File: config.mk
export PLATFORM = sky130hd
export DESIGN_NAME = i2c_slave_regif
export DESIGN_NICKNAME = d
export VERILOG_FILES = /design/src/rtl/i2c_slave_regif.sv
export SDC_FILE = /design/constraint.sdc
export NUM_CORES = 1
export LEC_CHECK = 0
export ABC_AREA = 1
export CAP_MARGIN = 15
export CORE_MARGIN = 2
export CORE_UTILIZATION = 52
export CTS_BUF_LIST = sky130_fd_sc_hd__clkbuf_4 sky130_fd_sc_hd__clkbuf_8
export DETAILED_ROUTE_END_ITERATION = 8
export PLACE_DENSITY = 0.84
export SLEW_MARGIN = 20
export SYNTH_ARGS = -nofsm -noshare
export SYNTH_HDL_FRONTEND = slang
export SYNTH_SLANG_ARGS = --single-unit
export TNS_END_PERCENT = 50
File: constraint.sdc
create_clock -name Clk -period 1.63 [get_ports Clk]
set_input_delay 0.489 -clock Clk [delete_from_list [all_inputs] [get_ports Clk]]
set_output_delay 0.489 -clock Clk [all_outputs]
set_load 0.05 [all_outputs]
File: src/rtl/i2c_slave_regif.sv
// rtl/i2c_slave_regif.sv - I2C register-file target; define I2C_SLV_GLITCH_FILTER_EN for the 3-sample SCL/SDA filter
module i2c_slave_regif #(
   parameter logic [6:0] SLV_ADDR = 7'h50,
   parameter int         AWIDTH   = 3
) (
   input  logic              Clk,
   input  logic              Rst,
   input  logic              Scl_i,
   input  logic              Sda_i,
   output logic              Sda_oe,
   output logic [AWIDTH-1:0] Reg_addr,
   output logic [7:0]        Reg_wdata,
   output logic              Reg_wr,
   input  logic [7:0]        Reg_rdata,
   output logic              Busy,
   output logic              Addressed
);

   typedef enum logic [2:0] {
      S_IDLE, S_ADDR, S_ADDR_ACK, S_WR_BYTE, S_WR_ACK, S_RD_BYTE, S_RD_ACK, S_WAIT
   } state_t;

   // Synchronizers are not reset so that a reset with the bus mid-bit
   // cannot fabricate a START/STOP from stale flop contents.
   logic [1:0] r_scl_sync;
   logic [1:0] r_sda_sync;
   logic       w_scl;
   logic       w_sda;

   always_ff @(posedge Clk) begin
      r_scl_sync <= {r_scl_sync[0], Scl_i};
      r_sda_sync <= {r_sda_sync[0], Sda_i};
   end

`ifdef I2C_SLV_GLITCH_FILTER_EN
   logic [1:0] r_scl_hist;
   logic [1:0] r_sda_hist;
   logic       r_scl_flt;
   logic       r_sda_flt;

   always_ff @(posedge Clk) begin
      r_scl_hist <= {r_scl_hist[0], r_scl_sync[1]};
      r_sda_hist <= {r_sda_hist[0], r_sda_sync[1]};
      r_scl_flt  <= (r_scl_sync[1] & r_scl_hist[0]) | (r_scl_sync[1] & r_scl_hist[1]) |
                    (r_scl_hist[0] & r_scl_hist[1]);
      r_sda_flt  <= (r_sda_sync[1] & r_sda_hist[0]) | (r_sda_sync[1] & r_sda_hist[1]) |
                    (r_sda_hist[0] & r_sda_hist[1]);
   end

   assign w_scl = r_scl_flt;
   assign w_sda = r_sda_flt;
`else
   assign w_scl = r_scl_sync[1];
   assign w_sda = r_sda_sync[1];
`endif

   logic r_scl_q;
   logic r_sda_q;
   logic w_scl_rise;
   logic w_scl_fall;
   logic w_start;
   logic w_stop;

   always_ff @(posedge Clk) begin
      r_scl_q <= w_scl;
      r_sda_q <= w_sda;
   end

   assign w_scl_rise = w_scl & ~r_scl_q;
   assign w_scl_fall = ~w_scl & r_scl_q;
   assign w_start    = r_sda_q & ~w_sda & w_scl & r_scl_q;
   assign w_stop     = ~r_sda_q & w_sda & w_scl & r_scl_q;

   state_t            r_state;
   logic [3:0]        r_bitcnt;
   logic [7:0]        r_shreg;
   logic              r_first;
   logic              r_rw;
   logic              r_rd_nack;
   logic              r_inc_pend;
   logic              r_sda_oe;
   logic [AWIDTH-1:0] r_addr;
   logic [7:0]        r_wdata;
   logic              r_wr;
   logic              r_busy;
   logic              r_addressed;

   always_ff @(posedge Clk) begin
      if (Rst) begin
         r_state     <= S_IDLE;
         r_bitcnt    <= 4'd0;
         r_shreg     <= 8'd0;
         r_first     <= 1'b0;
         r_rw        <= 1'b0;
         r_rd_nack   <= 1'b0;
         r_inc_pend  <= 1'b0;
         r_sda_oe    <= 1'b0;
         r_addr      <= '0;
         r_wdata     <= 8'd0;
         r_wr        <= 1'b0;
         r_busy      <= 1'b0;
         r_addressed <= 1'b0;
      end else begin
         r_wr <= 1'b0;
         // Post-write pointer bump lives outside the FSM so a STOP cannot cancel it.
         if (r_inc_pend) begin
            r_addr     <= r_addr + AWIDTH'(1);
            r_inc_pend <= 1'b0;
         end
         if (w_start) begin
            r_state     <= S_ADDR;
            r_bitcnt    <= 4'd0;
            r_busy      <= 1'b1;
            r_addressed <= 1'b0;
            r_sda_oe    <= 1'b0;
         end else if (w_stop) begin
            r_state     <= S_IDLE;
            r_busy      <= 1'b0;
            r_addressed <= 1'b0;
            r_sda_oe    <= 1'b0;
         end else begin
            case (r_state)
               S_ADDR, S_WR_BYTE: begin
                  if (w_scl_rise) begin
                     r_shreg  <= {r_shreg[6:0], w_sda};
                     r_bitcnt <= r_bitcnt + 4'd1;
                  end else if (w_scl_fall && r_bitcnt == 4'd8) begin
                     r_bitcnt <= 4'd0;
                     if (r_state == S_ADDR) begin
                        if (r_shreg[7:1] == SLV_ADDR) begin
                           r_state     <= S_ADDR_ACK;
                           r_sda_oe    <= 1'b1;
                           r_addressed <= 1'b1;
                           r_rw        <= r_shreg[0];
                        end else begin
                           r_state  <= S_WAIT;
                           r_sda_oe <= 1'b0;
                        end
                     end else begin
                        r_state  <= S_WR_ACK;
                        r_sda_oe <= 1'b1;
                        if (r_first) begin
                           r_addr  <= r_shreg[AWIDTH-1:0];
                           r_first <= 1'b0;
                        end else begin
                           r_wdata    <= r_shreg;
                           r_wr       <= 1'b1;
                           r_inc_pend <= 1'b1;
                        end
                     end
                  end
               end
               S_ADDR_ACK: begin
                  if (w_scl_fall) begin
                     if (r_rw) begin
                        r_state  <= S_RD_BYTE;
                        r_shreg  <= Reg_rdata;
                        r_sda_oe <= ~Reg_rdata[7];
                        r_bitcnt <= 4'd1;
                     end else begin
                        r_state  <= S_WR_BYTE;
                        r_first  <= 1'b1;
                        r_sda_oe <= 1'b0;
                        r_bitcnt <= 4'd0;
                     end
                  end
               end
               S_WR_ACK: begin
                  if (w_scl_fall) begin
                     r_state  <= S_WR_BYTE;
                     r_sda_oe <= 1'b0;
                     r_bitcnt <= 4'd0;
                  end
               end
               S_RD_BYTE: begin
                  // r_bitcnt counts bits already placed on SDA.
                  if (w_scl_fall) begin
                     if (r_bitcnt == 4'd8) begin
                        r_state  <= S_RD_ACK;
                        r_sda_oe <= 1'b0;
                        r_addr   <= r_addr + AWIDTH'(1);
                     end else begin
                        r_sda_oe <= ~r_shreg[6];
                        r_shreg  <= {r_shreg[6:0], 1'b0};
                        r_bitcnt <= r_bitcnt + 4'd1;
                     end
                  end
               end
               S_RD_ACK: begin
                  if (w_scl_rise) begin
                     r_rd_nack <= w_sda;
                  end else if (w_scl_fall) begin
                     if (!r_rd_nack) begin
                        r_state  <= S_RD_BYTE;
                        r_shreg  <= Reg_rdata;
                        r_sda_oe <= ~Reg_rdata[7];
                        r_bitcnt <= 4'd1;
                     end else begin
                        r_state  <= S_WAIT;
                        r_sda_oe <= 1'b0;
                     end
                  end
               end
               S_WAIT: begin
                  r_sda_oe <= 1'b0;
               end
               default: begin
                  r_sda_oe <= 1'b0;
               end
            endcase
         end
      end
   end

   assign Sda_oe    = r_sda_oe;
   assign Reg_addr  = r_addr;
   assign Reg_wdata = r_wdata;
   assign Reg_wr    = r_wr;
   assign Busy      = r_busy;
   assign Addressed = r_addressed;

endmodule
==> metrics.txt, run 1 <==
Final period util 106%; Placement Rows 23; hold-critical path depth 0; critical path peak fanout 6; post-DR vias/cell ~5.3; initial antenna violation count 0; Avg Synthesized Cell Area between 6 and 7 µm²; deepest clock path buffer count 2; minimum clock period about 1.7 ns; Syn-to-layout area delta 42.0%; share of cells above drive strength 1 between 20% and 30%; Hold EP r_sda_sync[1]$_DFF_P_; Clock Skew 0.00881 ns; Ys Warns 0; Clock Sinks 39; pwr dens approximately 1100 nW/µm²; register area share after synthesis roughly 36%; Synth async-reset ratio 0%; internal power between 2000 and 2500 µW; Avg WL per Cell 13.6 µm; Syn Inst Count 332; Fillers approximately 290; Worst slew margin between 70 and 80%; Switch Pwr around 1300 µW; Critical Path RT approximately 1.8 ns; final WL slightly above 6000 µm; largest net degree at the start of global routing 21; core area about 4000 µm²; Worst R2R Start r_bitcnt[1]$_SDFFE_PP0P_; worst path arrival time around 1.9 ns; unrepaired setup endpoints after global routing yes; Worst-Margin Slew about 0.38 ns; final setup vio count 1; #FFs+latches synth 39; failing checks setup timing; vias in the first global route approximately 2100; CTS H-tree lvls 2; Nets 410; Max Cap Viol 0; clock power share between 10% and 20%; Reg2Reg Depth 13; Die ar. about 4700 µm²; Worst path max stage delay 0.33 ns; I/O Pins 27; first-pass GRT wire length roughly 9400 µm; Iter 0 DRT Violations about 270; GP Congestion roughly 0.99; gr usage total a little over a quarter; DR pass1 iterations 4; Final Util 76.9%; Die W roughly 69 µm; CP Cell Sequence inv_2 -> ha_4 -> nand2_4 -> nor2_4 -> nand2_4 -> buf_4 -> buf_4 -> nor2_2 -> nor2_1 -> o21ai_1 -> nand2_1 -> nand2_1 -> nand2_1; status complete, but fails checks; grt total ovfl 0; Final Hold Viols 0; # DRC 0; CTS root buffer clkbuf_8; Worst-path clk slew around 0.080 ns; IO buf count 26; hold_sp r_sda_sync[0]$_DFF_P_; Non-Filler Instances 445; placed insts 430; Peak VDD IR 944 µV; CP startpoint r_bitcnt[1]$_SDFFE_PP0P_; CP Class reg2reg; Setup crit end kind flop; Synthesized Nets approximately 350; CTS tree yes; Logic pwr share 44.4%; Mapped Area ~2200 µm²; hold slack about 0.33 ns; Final Power ~3300 µW; Max Transition Viols Final 0; Crit-path slowest cell dfxtp_2; Switching Fraction a little under 40%; count of cell types in the netlist 32; DRT antenna net count 0; Flop pwr share 35.8%; cts bufs inserted 5; Clk Latency, worst-skew pair between 0.2 and 0.3 ns; CP startpoint kind flop; initial core utilization 54.2%; Reg2Reg Setup Slack -0.1 ns; Top FF cell, synth dfxtp_1; half-perimeter wire length after placement about 4300 µm; fmax a little under 600 MHz; DR vias approximately 2400; Worst R2R End Reg_addr[2]$_SDFF_PP0_; final setup margin -0.0981 ns; Vert. Die Dim 68.6 µm; Tightest Hold Check Type reg2reg; Most Frequent Cell on Critical Path nand2_1; EDFF count, synth 0; LEAKAGE around 0.0014 µW; ant diodes 0
## flip-flops by register name, summed over array words and instances, names as in the netlist, 2 cells and up
register and cells:
Reg_wdata 8, r_shreg 8, r_bitcnt 4, Reg_addr 3, r_state 3, r_scl_sync 2, r_sda_sync 2
## layout by cell type, fill, tap and decap left out, types with 3 or more instances in the layout
cell / n
a21oi_1: 19
buf_12: 17
buf_4: 34
clkbuf_8: 6
clkdlybuf4s50_1: 11
dfxtp_1: 32
dfxtp_2: 7
inv_1: 34
inv_2: 9
nand2_1: 73
nand2_2: 4
nand2_4: 3
nand3_1: 18
nand4_1: 5
nor2_1: 49
nor2_2: 10
nor2_4: 5
nor3_1: 3
o211ai_1: 3
o21ai_0: 15
o21ai_1: 12
o21ai_2: 3
## power groups by stage
stage                     clock, µW  combinational (µW)  sequential (µW)
after floorplan                   0                 870             1200
after global placement            0                1300             1180
after detailed placement          0                1330             1180
after CTS                       664                1360             1160
after global routing            696                1630             1190
final                           650                1460             1180
## area by class of cell
| cell class | count | area (µm²) | share of cell area [%] |
|---|---|---|---|
| clock buffers | 6 | 82.6 | 2.68 |
| clock inverters | 1 | 5.00 | 0.163 |
| inverters | 43 | 161 | 5.24 |
| multi-input cells | 243 | 1260 | 40.9 |
| flip-flops and latches | 39 | 790 | 25.7 |
| well taps | 50 | 62.6 | 2.03 |
| repair buffers | 63 | 717 | 23.3 |
## per-stage QoR
stage          worst slack [ns]  setup TNS (ns)  cell area (µm²)
6_report                -0.0981         -0.0981             3080
4_1_cts                -0.00876        -0.00876             2940
3_5_place_dp            -0.0995          -0.263             2840
5_1_grt                  -0.131          -0.712             3080
2_1_floorplan            0.0766               0             2170
3_3_place_gp             0.0332               0             2840
## layer usage
layer  wire length [µm]  vias up  global-route usage (%)
li1                   -     1198                       -
met1               2590     1073                    34.1
met2               2930       85                    44.6
met3                396       15                    6.01
met4                125        0                    10.0
met5                  0        -                       0
## worst max path at each step
stage	endpoint	slack [ns]
after floorplan	Reg_addr[2]$_SDFF_PP0_	0.08
after global placement	Reg_wdata[2]$_SDFFE_PP0P_	0.03
after detailed placement	r_state[1]$_SDFFE_PP0P_	-0.1
after CTS	Sda_oe$_SDFFE_PP0P_	-0.009
after global routing	Reg_addr[2]$_SDFF_PP0_	-0.13
final	Reg_addr[2]$_SDFF_PP0_	-0.1
## logic make-up (layout without fill, tap and decap cells)
kind of cell / count (synthesis) / count (layout) / share of synthesized area, %
adder cells (fa/ha/maj): 3 / 3 / 1.73
XOR/XNOR: 3 / 3 / 1.21
flip-flops: 39 / 39 / 36.0
AND/OR/NAND/NOR: 177 / 177 / 36.5
buffers and inverters: 50 / 113 / 9.41
AO/OA/AOI/OAI: 60 / 60 / 15.1
## worst max-delay path, delay by kind of cell, from the launching register on
| kind | cells | cell delay (ns) |
|---|---|---|
| AND/OR/NAND/NOR | 8 | 0.66 |
| buffers and inverters | 3 | 0.34 |
| adder cells (fa/ha/maj) | 1 | 0.14 |
| flip-flops | 1 | 0.33 |
| AO/OA/AOI/OAI | 1 | 0.15 |
## repair_timing
action,4_1_cts,5_1_grt
hold buffers,0,0
resized for setup,4,41
setup buffers,1,7
setup endpoints to repair,9,30
pin swaps,1,11
## synth_stat cells (all sizes together) (2+ instances only)
| cell | number | area share [%] |
|---|---|---|
| clkbuf | 3 | 0.52 |
| dfxtp | 39 | 36 |
| nand3 | 20 | 5.1 |
| o21a | 2 | 0.69 |
| nor2 | 64 | 13 |
| buf | 4 | 1.4 |
| nand2 | 80 | 14 |
| o21ai | 30 | 7.1 |
| a21oi | 20 | 4.6 |
| o21bai | 2 | 0.69 |
| xnor2 | 2 | 0.81 |
| o211ai | 3 | 1.0 |
| nor3 | 4 | 0.92 |
| inv | 43 | 7.4 |
| nand4 | 5 | 1.4 |
| ha | 3 | 1.7 |
| nand3b | 2 | 0.69 |
(Power assumes the default switching activity.)
==> run 2, diff against run 1 <==
--- a/config.mk
+++ b/config.mk
@@ -12,7 +12,6 @@
 export CTS_BUF_LIST = sky130_fd_sc_hd__clkbuf_4 sky130_fd_sc_hd__clkbuf_8
 export DETAILED_ROUTE_END_ITERATION = 8
 export PLACE_DENSITY = 0.84
-export SLEW_MARGIN = 20
 export SYNTH_ARGS = -nofsm -noshare
 export SYNTH_HDL_FRONTEND = slang
 export SYNTH_SLANG_ARGS = --single-unit
==> results of run 2 <==
No change in the layout: final DEF, timing and power equal those of run 1.
==> run 3, diff against run 2 <==
--- a/config.mk
+++ b/config.mk
@@ -8,10 +8,10 @@
 export ABC_AREA = 1
 export CAP_MARGIN = 15
 export CORE_MARGIN = 2
-export CORE_UTILIZATION = 52
+export CORE_UTILIZATION = 40
 export CTS_BUF_LIST = sky130_fd_sc_hd__clkbuf_4 sky130_fd_sc_hd__clkbuf_8
 export DETAILED_ROUTE_END_ITERATION = 8
-export PLACE_DENSITY = 0.84
+export PLACE_DENSITY = 0.66
 export SYNTH_ARGS = -nofsm -noshare
 export SYNTH_HDL_FRONTEND = slang
 export SYNTH_SLANG_ARGS = --single-unit
==> metrics.txt, run 3 (same netlist as run 1, synthesis figures left out) <==
setup slack after placement -0.106 ns; Vert. Die Dim ~78 µm; CP startpoint r_bitcnt[1]$_SDFFE_PP0P_; # DRC 0; CTS root buffer clkbuf_8; first-pass GRT wire length about 9900 µm; status complete, but fails checks; Final period util 103%; clock power share between 20 and 25%; GRT busiest layer met2; met2 Resource Use GR around 32%; initial core utilization a little over two fifths; worst path arrival time 1.89 ns; Max Cap Viol 0; met3 usage in global routing under 10%; highest-count cells in the layout ignoring fill and taps 73 x nand2_1, 50 x nor2_1, 34 x dfxtp_1, 34 x inv_1, 32 x buf_4; CTS H-tree lvls 2; sequential standard cell area 787 µm²; internal power 2010 µW; Max Transition Viols Final 0; Reg2Reg Setup Slack -0.06 ns; Worst R2R Start r_bitcnt[1]$_SDFFE_PP0P_; DR vias 2300; final setup margin -0.0561 ns; Fillers 463; DR pass1 iterations 4; Syn-to-layout area delta 45.3%; CP startpoint kind flop; pwr dens ~1100 nW/µm²; vias in the first global route about 2100; Switch Pwr 1350 µW; grt total ovfl 0; Worst slew margin ~70%; gr usage total between 20% and 30%; Clk Latency, worst-skew pair ~0.3 ns; Reg2Reg Depth 10; minimum clock period 1.69 ns; IO buf count 26; Iter 0 DRT Violations ~230; CP endpoint Reg_wdata[2]$_SDFFE_PP0P_; share of cells above drive strength 1 ~28%; hold slack between 0.3 and 0.4 ns; multi-input combinational cell area approximately 1300 µm²; Flop pwr share between 30% and 40%; CP Class reg2reg; initial antenna violation count 0; Peak VDD IR 618 µV; failing checks setup timing; LEAKAGE between 0.001 and 0.0015 µW; CTS tree yes; critical path peak fanout 7; I/O Pins 27; core area between 5000 and 6000 µm²; Worst R2R End Reg_wdata[2]$_SDFFE_PP0P_; ant diodes 0; commonest non-fill, non-tap cell in the layout nand2_1; Final Hold Viols 0; GP Congestion between 0.9 and 1; Worst-path clk slew 0.08 ns; unrepaired setup endpoints after global routing yes; cts bufs inserted 5; DRT antenna net count 0; Avg WL per Cell roughly 13 µm; Switching Fraction roughly two fifths; Setup crit end kind flop; Die W roughly 78 µm; Clock Sinks 39; post-DR vias/cell 4.91; Critical Path RT approximately 1.8 ns; Clock Skew between 0.01 and 0.015 ns; final setup vio count 7; Die ar. approximately 6000 µm²; Nets 412; Placement Rows 26; Worst-Margin Slew between 0.4 and 0.5 ns; half-perimeter wire length after placement between 4000 and 5000 µm; Tightest Hold Check Type reg2reg; final WL 6040 µm; largest net degree at the start of global routing 17; met1 usage between 20% and 30%; deepest clock path buffer count 2; Logic pwr share between 40% and 50%; fmax a little under 600 MHz
## run 3: timing repair
action | CTS | global route
endpoints found under the setup margin | 0 | 31
hold buffers | 0 | 0
resized for setup | 0 | 52
buffers inserted | 0 | 8
## run 3: power by group through the flow
stage / Combinational (µW) / Sequential [µW] / Clock (µW)
floorplan: 870 / 1200 / 0
global placement: 1380 / 1170 / 0
detailed placement: 1400 / 1180 / 0
CTS: 1410 / 1160 / 691
global route: 1670 / 1190 / 735
finish: 1500 / 1170 / 690
## run 3: worst min path at each step
stage,cells past startpoint,slack [ns],from,endpoint
3_3_place_gp,0,0.31,r_scl_sync[0]$_DFF_P_,r_scl_sync[1]$_DFF_P_
3_5_place_dp,0,0.31,r_sda_sync[0]$_DFF_P_,r_sda_sync[1]$_DFF_P_
4_1_cts,0,0.33,r_sda_sync[0]$_DFF_P_,r_sda_sync[1]$_DFF_P_
5_1_grt,0,0.34,r_scl_sync[0]$_DFF_P_,r_scl_sync[1]$_DFF_P_
2_1_floorplan,0,0.31,r_scl_sync[0]$_DFF_P_,r_scl_sync[1]$_DFF_P_
6_report,0,0.33,r_scl_sync[0]$_DFF_P_,r_scl_sync[1]$_DFF_P_
## run 3: routing by layer
layer  part of all wire, %  vias up  routed length [µm]
met1                    48     1034                2880
met4                   1.3        0                  80
met2                    47       62                2810
met3                   4.4        7                 264
li1                      -     1197                   -
met5                     0        -                   0
## run 3: through the flow
step | total power [µW] | util [%] | instance area [µm²] | cells | setup TNS [ns]
after floorplan | 2070 | - | 2170 | 332 | 0
after global placement | 2550 | 55.5 | 2870 | 452 | -0.137
after detailed placement | 2580 | 55.5 | 2870 | 452 | -0.203
after CTS | 3250 | 57.2 | 2960 | 460 | 0
after global routing | 3600 | 60.9 | 3150 | 468 | -1.40
final | 3360 | 60.9 | 3150 | 468 | -0.275
## run 3: final cells by class
| cell class | count | area share (%) |
|---|---|---|
| timing repair buffer | 65 | 23.4 |
| tap | 70 | 2.78 |
| multi-input combinational | 243 | 40.7 |
| clock buffer | 6 | 2.42 |
| inverter | 43 | 5.28 |
| clock inverter | 2 | 0.397 |
| sequential | 39 | 25.0 |
## run 3: critical path, stage by stage, from the launching register on
cell,delay (ns)
dfxtp_2,0.33
inv_2,0.07
ha_4,0.15
nand2_4,0.05
nor2_4,0.15
nand2_4,0.09
nor4_4,0.31
buf_6,0.16
buf_6,0.13
buf_6,0.09
a21oi_2,0.04
